==> src/rtl/dino_pkg.sv <==
// Shared types and constants for the dinosaur runner game controller.
package dino_pkg;

  typedef enum logic [1:0] {
    IDLE  = 2'd0,
    ARMED = 2'd1,
    RUN   = 2'd2,
    OVER  = 2'd3
  } game_state_t;

  typedef logic [15:0] bcd4_t;

  localparam bcd4_t BCD_MAX = 16'h9999;
  localparam int    SPEED_W = 4;

endpackage

==> src/rtl/bcd4_sat_inc.sv <==
// Combinational 4-digit BCD +1 that holds at 9999 instead of wrapping.
module bcd4_sat_inc
  import dino_pkg::*;
(
  input  bcd4_t value,
  output bcd4_t result
);

  logic carry;

  always_comb begin
    result = value;
    carry  = 1'b1;
    if (value != BCD_MAX) begin
      // Ripple the +1 from the least significant digit until a digit absorbs it.
      for (int i = 0; i < 4; i++) begin
        if (carry) begin
          if (value[i*4 +: 4] == 4'd9) begin
            result[i*4 +: 4] = 4'd0;
          end else begin
            result[i*4 +: 4] = value[i*4 +: 4] + 4'd1;
            carry            = 1'b0;
          end
        end
      end
    end
  end

endmodule

==> src/rtl/game_sequencer.sv <==
// Run-state controller for the dinosaur runner: arming, frame-aligned start, speed ramp, BCD score.
// Define GAME_SEQ_HISCORE_EN to build the best-score register; otherwise hiscore is tied to zero.
module game_sequencer
  import dino_pkg::*;
#(
  parameter logic [SPEED_W-1:0] INIT_SPEED        = 4'd1,
  parameter logic [SPEED_W-1:0] MAX_SPEED         = 4'd15,
  parameter int                 SPEED_STEP_FRAMES = 600,
  parameter int                 SCORE_DIV         = 6,
  parameter int                 OVER_HOLD_FRAMES  = 30
) (
  input  logic               CLK,
  input  logic               RESET,
  input  logic               start,
  input  logic               vs,
  input  logic               hit,
  output logic               game_status,
  output logic               game_over,
  output logic [SPEED_W-1:0] speed,
  output bcd4_t              score,
  output bcd4_t              hiscore,
  output logic               frame_tick
);

  localparam int SC_W = $clog2(SCORE_DIV + 1);
  localparam int SP_W = $clog2(SPEED_STEP_FRAMES + 1);
  localparam int HD_W = $clog2(OVER_HOLD_FRAMES + 1);

  localparam logic [SC_W-1:0] SC_LAST = SC_W'(SCORE_DIV - 1);
  localparam logic [SP_W-1:0] SP_LAST = SP_W'(SPEED_STEP_FRAMES - 1);
  localparam logic [HD_W-1:0] HD_DONE = HD_W'(OVER_HOLD_FRAMES);

  game_state_t     state;
  logic            vs_q;
  logic            start_q;
  logic            start_rise;
  logic [SC_W-1:0] score_cnt;
  logic [SP_W-1:0] speed_cnt;
  logic [HD_W-1:0] hold_cnt;
  bcd4_t           score_inc;

  assign start_rise = start & ~start_q;

  bcd4_sat_inc u_score_inc (
    .value  (score),
    .result (score_inc)
  );

  always_ff @(posedge CLK) begin
    if (RESET) begin
      state       <= IDLE;
      vs_q        <= 1'b0;
      start_q     <= 1'b0;
      frame_tick  <= 1'b0;
      game_status <= 1'b0;
      game_over   <= 1'b0;
      speed       <= INIT_SPEED;
      score       <= '0;
      score_cnt   <= '0;
      speed_cnt   <= '0;
      hold_cnt    <= '0;
    end else begin
      vs_q       <= vs;
      start_q    <= start;
      frame_tick <= vs_q & ~vs;

      case (state)
        IDLE: begin
          if (start_rise) state <= ARMED;
        end

        // Play only begins on a frame boundary so the first RUN frame is a whole frame.
        ARMED: begin
          if (frame_tick) begin
            state       <= RUN;
            game_status <= 1'b1;
            score       <= '0;
            speed       <= INIT_SPEED;
            score_cnt   <= '0;
            speed_cnt   <= '0;
          end
        end

        // A collision takes priority over the frame bookkeeping of the same cycle.
        RUN: begin
          if (hit) begin
            state       <= OVER;
            game_status <= 1'b0;
            game_over   <= 1'b1;
            hold_cnt    <= '0;
          end else if (frame_tick) begin
            if (score_cnt == SC_LAST) begin
              score_cnt <= '0;
              score     <= score_inc;
            end else begin
              score_cnt <= score_cnt + 1'b1;
            end
            if (speed_cnt == SP_LAST) begin
              speed_cnt <= '0;
              if (speed != MAX_SPEED) speed <= speed + 1'b1;
            end else begin
              speed_cnt <= speed_cnt + 1'b1;
            end
          end
        end

        OVER: begin
          if (hold_cnt == HD_DONE) begin
            if (start_rise) begin
              state     <= ARMED;
              game_over <= 1'b0;
            end
          end else if (frame_tick) begin
            hold_cnt <= hold_cnt + 1'b1;
          end
        end

        default: state <= IDLE;
      endcase
    end
  end

`ifdef GAME_SEQ_HISCORE_EN
  // BCD digits order the same as binary, so a plain unsigned compare is enough.
  always_ff @(posedge CLK) begin
    if (RESET) begin
      hiscore <= '0;
    end else if (state == RUN && hit && score > hiscore) begin
      hiscore <= score;
    end
  end
`else
  assign hiscore = '0;
`endif

endmodule

==> config.mk <==
export PLATFORM = sky130hd
export DESIGN_NAME = game_sequencer
export DESIGN_NICKNAME = d
export VERILOG_FILES = /design/src/rtl/dino_pkg.sv /design/src/rtl/bcd4_sat_inc.sv /design/src/rtl/game_sequencer.sv
export SDC_FILE = /design/constraint.sdc
export NUM_CORES = 1
export LEC_CHECK = 0
export CORE_AREA = 2 2 84 70
export CTS_BUF_LIST = sky130_fd_sc_hd__clkbuf_4
export DETAILED_ROUTE_END_ITERATION = 16
export DIE_AREA = 0 0 86 72
export GPL_TIMING_DRIVEN = 0
export HOLD_SLACK_MARGIN = 0.05
export PLACE_DENSITY = 0.77
export SYNTH_ARGS = -nofsm -noshare
export SYNTH_HDL_FRONTEND = slang
export SYNTH_HIERARCHICAL = 1
export SYNTH_SLANG_ARGS = --single-unit
==> constraint.sdc <==
create_clock -name CLK -period 2 [get_ports CLK]
set_input_delay 0.4 -clock CLK [delete_from_list [all_inputs] [get_ports CLK]]
set_output_delay 0.4 -clock CLK [all_outputs]
set_load 0.01 [all_outputs]
; ---- Word-level counts from Yosys, hierarchy flattened
; Cells that the tools add are included.
[classes]
bitwise = 4
mux = 53
addsub = 8
reduce_logical = 13
eq_ne = 27
[ops]
columns = operator, n
row1 = $mux W16, 5
row2 = $mux W4, 12
row3 = $mux W10, 4
row4 = $pmux W16 S2, 1
row5 = $ne A2 B2 Y1 const B, 11
row6 = $reduce_and A7 Y1, 3
row7 = $add A4 B1 Y4 const B, 5
row8 = $pmux W10 S2, 1
row9 = $eq A4 B4 Y1 const B, 4
row10 = $ne A16 B16 Y1 const B, 1
row11 = $mux W5, 3
row12 = $mux W1, 13
row13 = $mux W3, 4
row14 = $reduce_and A4 Y1, 3
row15 = $reduce_and A6 Y1, 2
row16 = $add A10 B1 Y10 const B, 1
row17 = $eq A10 B10 Y1 const B, 1
row18 = $pmux W5 S2, 1
row19 = $mux W2, 4
row20 = $ne A2 B1 Y1 const B, 4
row21 = $pmux W2 S4, 1
row22 = $pmux W4 S2, 1
row23 = $pmux W3 S2, 1
row24 = $reduce_and A3 Y1, 2
row25 = 12 further kinds, 17
[word_totals]
input_bits = 5
output_inout_bits = 39
wordCells = 119
register_bits = 45

; ---- Logic depth before layout (Yosys ltp)
[depth]
ltp_word = 13
mapped_depth = 10
depth_no_buf = 6

; ---- By module
; The synthesis kept the hierarchy.
[modules_own_cells]
columns = module, area_each_um2, cells_per_inst, instances, seq_area_each_um2
row1 = game_sequencer, 2168.3, 253, 1, 900.9
row2 = bcd4_sat_inc, 401.6, 59, 1, 0.0

; ---- Worst setup path after synthesis
; OpenSTA, ideal clock, no wires.
[synth_timing]
path_type = reg-to-reg
startpoint = register state[0]
endpoint = register speed_cnt[9]
path_stages_with_launch = 8
synth_period_minus_slack_ns = 1.986
path_slack_ns = 0.014
n_path_buf = 1
required_time_ns = 1.933
setup_time_ns = 0.067
arrival_time_ns = 1.919
path_cell_list = dfxtp_1 > inv_1 > ha_1 > buf_6 > a21bo_2 > or3_4 > or4_4 > a21oi_2
[synth_via]
elab_chain_len = 3
word_cells_on_any_way = 8
cone_classes = eq/ne (5) / mux (1) / reduce/logical (2)
[synth_rtl]
columns = element, line_no
row1 = from (decl), game_sequencer.sv:33  ; game_state_t state;
row2 = from (signal assigned), game_sequencer.sv:51  ; state <= IDLE;
row3 = from (signal assigned), game_sequencer.sv:69  ; if (start_rise) state <= ARMED;
row4 = from (signal assigned), game_sequencer.sv:75  ; state <= RUN;
row5 = $eq A2 B2 Y1 or $eq A2 B1 Y1 (tied branches), game_sequencer.sv:67  ; case (state)
row6 = $ne A2 B2 Y1 (no line) or $reduce_bool A2 Y1 (tied branches), -
row7 = $reduce_and A4 Y1 (no line), -
row8 = to (signal assigned), game_sequencer.sv:102  ; speed_cnt <= speed_cnt + 1'b1;
row9 = to (decl), game_sequencer.sv:38  ; logic [SP_W-1:0] speed_cnt;
; Several ways; a longest one is shown, not always the timed one.
; A chain may end at the register's enable or synchronous reset.

; ---- Worst setup path in the final report
; Same ends and word-level chain as after synthesis.

==> summary.md <==
| Metric | Value |
|---|---|
| First-pass GRT wire length | 9210 microns |
| Combinational Power Share | 0.263 |
| Syn avg cell area | 8.24 sq um |
| 1st-iter DRT viols | 114 |
| #FFs+latches synth | 45 |
| Die height | 72 microns |
| Initial Util | 0.484 |
| Sw Share | 0.332 |
| Post-synth top cells | dfxtp_1 (45), nand2_1 (39), a21oi_1 (32) |
| Num rows | 24 |
| Placement Cell Area | 2980 sq um |
| Worst hold endpoint | frame_tick |
| Hold Path Class | flip-flop to flip-flop |
| GR Util All Layers | 0.183 |
| R2R cell count | 7 |
| Reg power frac | 0.506 |
| Placeable Area | 5320 sq um |
| Gr ovfl total | 0 |
| Input/output buffers | 27 |
| Largest net degree at the start of global routing | 14 |
| RePlAce Congestion | 0.831 |
| Hold path depth | 1 |
| Layout area overhead | 20.5% |
| Top-area cell type share of the netlist area | 0.351 |
| Total of max-cap violations | 0 |
| Status | complete, no violations |
| Hold buffers post-CTS | 0 |
| RSZ-0062 raised after global routing | no |
| WP data required | 2.30 ns |
| ANT nets after route | 0 |
| Via-to-Cell Ratio | roughly 5.4 |
| Fillers | between 500 and 600 |
| PD cells | between 600 and 700 nW/um^2 |
| Layout Nets | about 380 |
| Top area cells in the synthesized netlist | dfxtp_1 (35%), a21oi_1 (6.2%), nand2_1 (5.7%) |
| Reg2reg start | state[0] |
| Synth warnings | 6 |
| Drt first pass iters | 4 |
| Count leader, synth | dfxtp_1 |
| Clk pin slew, worst setup/hold paths | 0.14 ns |
| Pwr Total | ~1.9 mW |
| Part of the cycle the worst path needs | 0.962 |
| Seq/Total Area, Yosys | 0.351 |
| R2R setup slack | 0.08 ns |
| WL/cell | 13.1 microns |
| Most used DFF post-synth | dfxtp_1 |
| Final slew viol count | 0 |
| Clock buffer depth | 2 |
| Crit. End Element | flip-flop |
| P_leak | roughly 1.1 nW |
| Worst Path Max Fanout | 6 |
| Multi-input logic area | roughly 1500 sq um |
| Die Span X | between 80 and 90 microns |
| Layout cells sized above 1 | 0.150 |
| Slew @ Worst Pin | 0.495 ns |
| Clock sink count | 45 |
| Psw | 622 uW |
| FF-to-FF End | speed_cnt[9] |
| Async SR Flop Fraction | 0 |
| Total CTS buffers | 5 |
| Netlist cell types | a little over 60 |
| Worst Setup Start Kind | flip-flop |
| CTS tree | built |
| EDFF count, synth | 0 |
| Max-slew headroom | 0.667 |
| Core Util, Final | 0.583 |
| Latest clock arrival within the worst-skew pair | 0.37 ns |
| Vias in the first global route | 2032 |
| # IOs | 44 |
| N_diodes | 0 |
| Final setup viols | 0 |
| Worst hold start | vs_q |
| Int Power | 1.25 mW |
| DP HPWL | 3940 microns |
| Cell Area, Synth | 2570 sq um |
| Routed WL | approximately 5700 microns |
| Fin crit period | slightly below 2 ns |
| Register area | 902 sq um |
| Initial antenna violation count | 0 |
| Design area | 3100 sq um |
| Max Freq | around 0.52 GHz |
| Crit path arrival time | between 2 and 2.5 ns |
| Hold WS | 0.456 ns |
| Remaining DRCs | 0 |
| Clock power share | 0.231 |
| Synth Instances | 312 |
| Full die area | 6190 sq um |
| Via count | approximately 2300 |
| Final Hold Vio Count | 0 |
| # H-tree levels | 2 |
| CTS Root Cell | clkbuf_4 |
| Crit Path Class | flip-flop to flip-flop |
| Area leader, netlist | dfxtp_1 |
| Layout Skew | 0.0149 ns |
| Worst VDD drop | 0.000411 V |
[cells by family (layout without fill, tap and decap cells)]
logic type               Yosys count  after routing  synth area share
flip-flops                        45             45             0.351
adder cells (fa/ha/maj)            7              7            0.0341
buffers and inverters             37             77            0.0847
XOR/XNOR                          15             15            0.0511
multiplexers                       5              5            0.0214
AO/OA/AOI/OAI                     68             68             0.173
AND/OR/NAND/NOR                  134            134             0.284
other                              1             16           0.00146
[worst max path at each step]
stage	startpoint	endpoint	slack, ns	depth (start not counted)
final	state[0]	speed_cnt[9]	0.08	7
after global routing	state[0]	score[6]	0.01	8
after CTS	state[0]	speed_cnt[9]	0.02	7
after detailed placement	hit	score[5]	-0.28	7
after global placement	hit	score[3]	-0.28	7
after floorplan	state[0]	speed_cnt[9]	0.01	7
[metrics by stage]
step | setup slack, ns | instances | TNS (ns)
final | 0.0755 | 432 | 0
after global routing | 0.0125 | 432 | 0
after CTS | 0.0193 | 429 | 0
after detailed placement | -0.281 | 419 | -5.57
after global placement | -0.280 | 419 | -5.45
after floorplan | 0.0138 | 327 | 0
[sequential cells by signal, indices dropped and copies added (netlist names)]
signal,flops
frame_tick,1
game_over,1
game_status,1
hold_cnt,5
score,16
score_cnt,3
speed,4
speed_cnt,10
start_q,1
state,2
vs_q,1
[per-layer routing]
| metal | wire length, microns | global-route usage | share of wire | up-vias |
|---|---|---|---|---|
| met3 | 284 | 0.0410 | 0.050 | 6 |
| li1 | - | - | - | 1186 |
| met5 | 0 | 0 | 0 | - |
| met2 | 2560 | 0.293 | 0.45 | 59 |
| met1 | 2760 | 0.245 | 0.49 | 1076 |
| met4 | 61 | 0.0600 | 0.011 | 0 |
[power by group through the flow]
| stage | clock, mW | combinational [mW] | sequential (mW) |
|---|---|---|---|
| after floorplan | 0 | 0.319 | 0.967 |
| after global routing | 0.480 | 0.531 | 0.952 |
| final | 0.432 | 0.493 | 0.948 |
| after CTS | 0.440 | 0.449 | 0.947 |
| after detailed placement | 0 | 0.421 | 0.970 |
| after global placement | 0 | 0.413 | 0.967 |
[layout by cell type, fill, tap and decap left out, types with 4 or more instances in the layout]
master,count
nor3_1,4
xnor2_1,11
mux2_2,4
clkdlybuf4s50_1,27
nor2_1,18
and3_1,5
conb_1,16
clkbuf_4,5
xor2_1,4
o21ai_0,7
ha_1,6
or3_1,6
a21oi_1,32
nand2_1,39
buf_2,4
nand2b_1,5
nand3_1,27
buf_4,21
dfxtp_1,44
inv_1,10
[worst max-delay path, stage by stage, from the launching register on]
cell	delay, ns
dfxtp_2	0.35
inv_1	0.04
ha_2	0.18
buf_6	0.13
a21bo_4	0.23
or3_4	0.38
or4_4	0.42
a21oi_2	0.12
[layout make-up]
class	count	share of cell area
Multi-Input combinational cell	245	0.496
Sequential cell	45	0.291
Timing Repair Buffer	33	0.101
Buffer	26	0.0574
Tap cell	65	0.0263
Clock buffer	5	0.0121
Inverter	10	0.0121
Clock inverter	3	0.00404
[what timing repair did]
item / 4_1_cts / 5_1_grt
gates cloned: 0 / 1
pin swaps: 1 / 4
gates resized for setup: 3 / 5
buffers inserted: 3 / 2
endpoints found under the setup margin: 21 / 12
(Power assumes the default switching activity.)
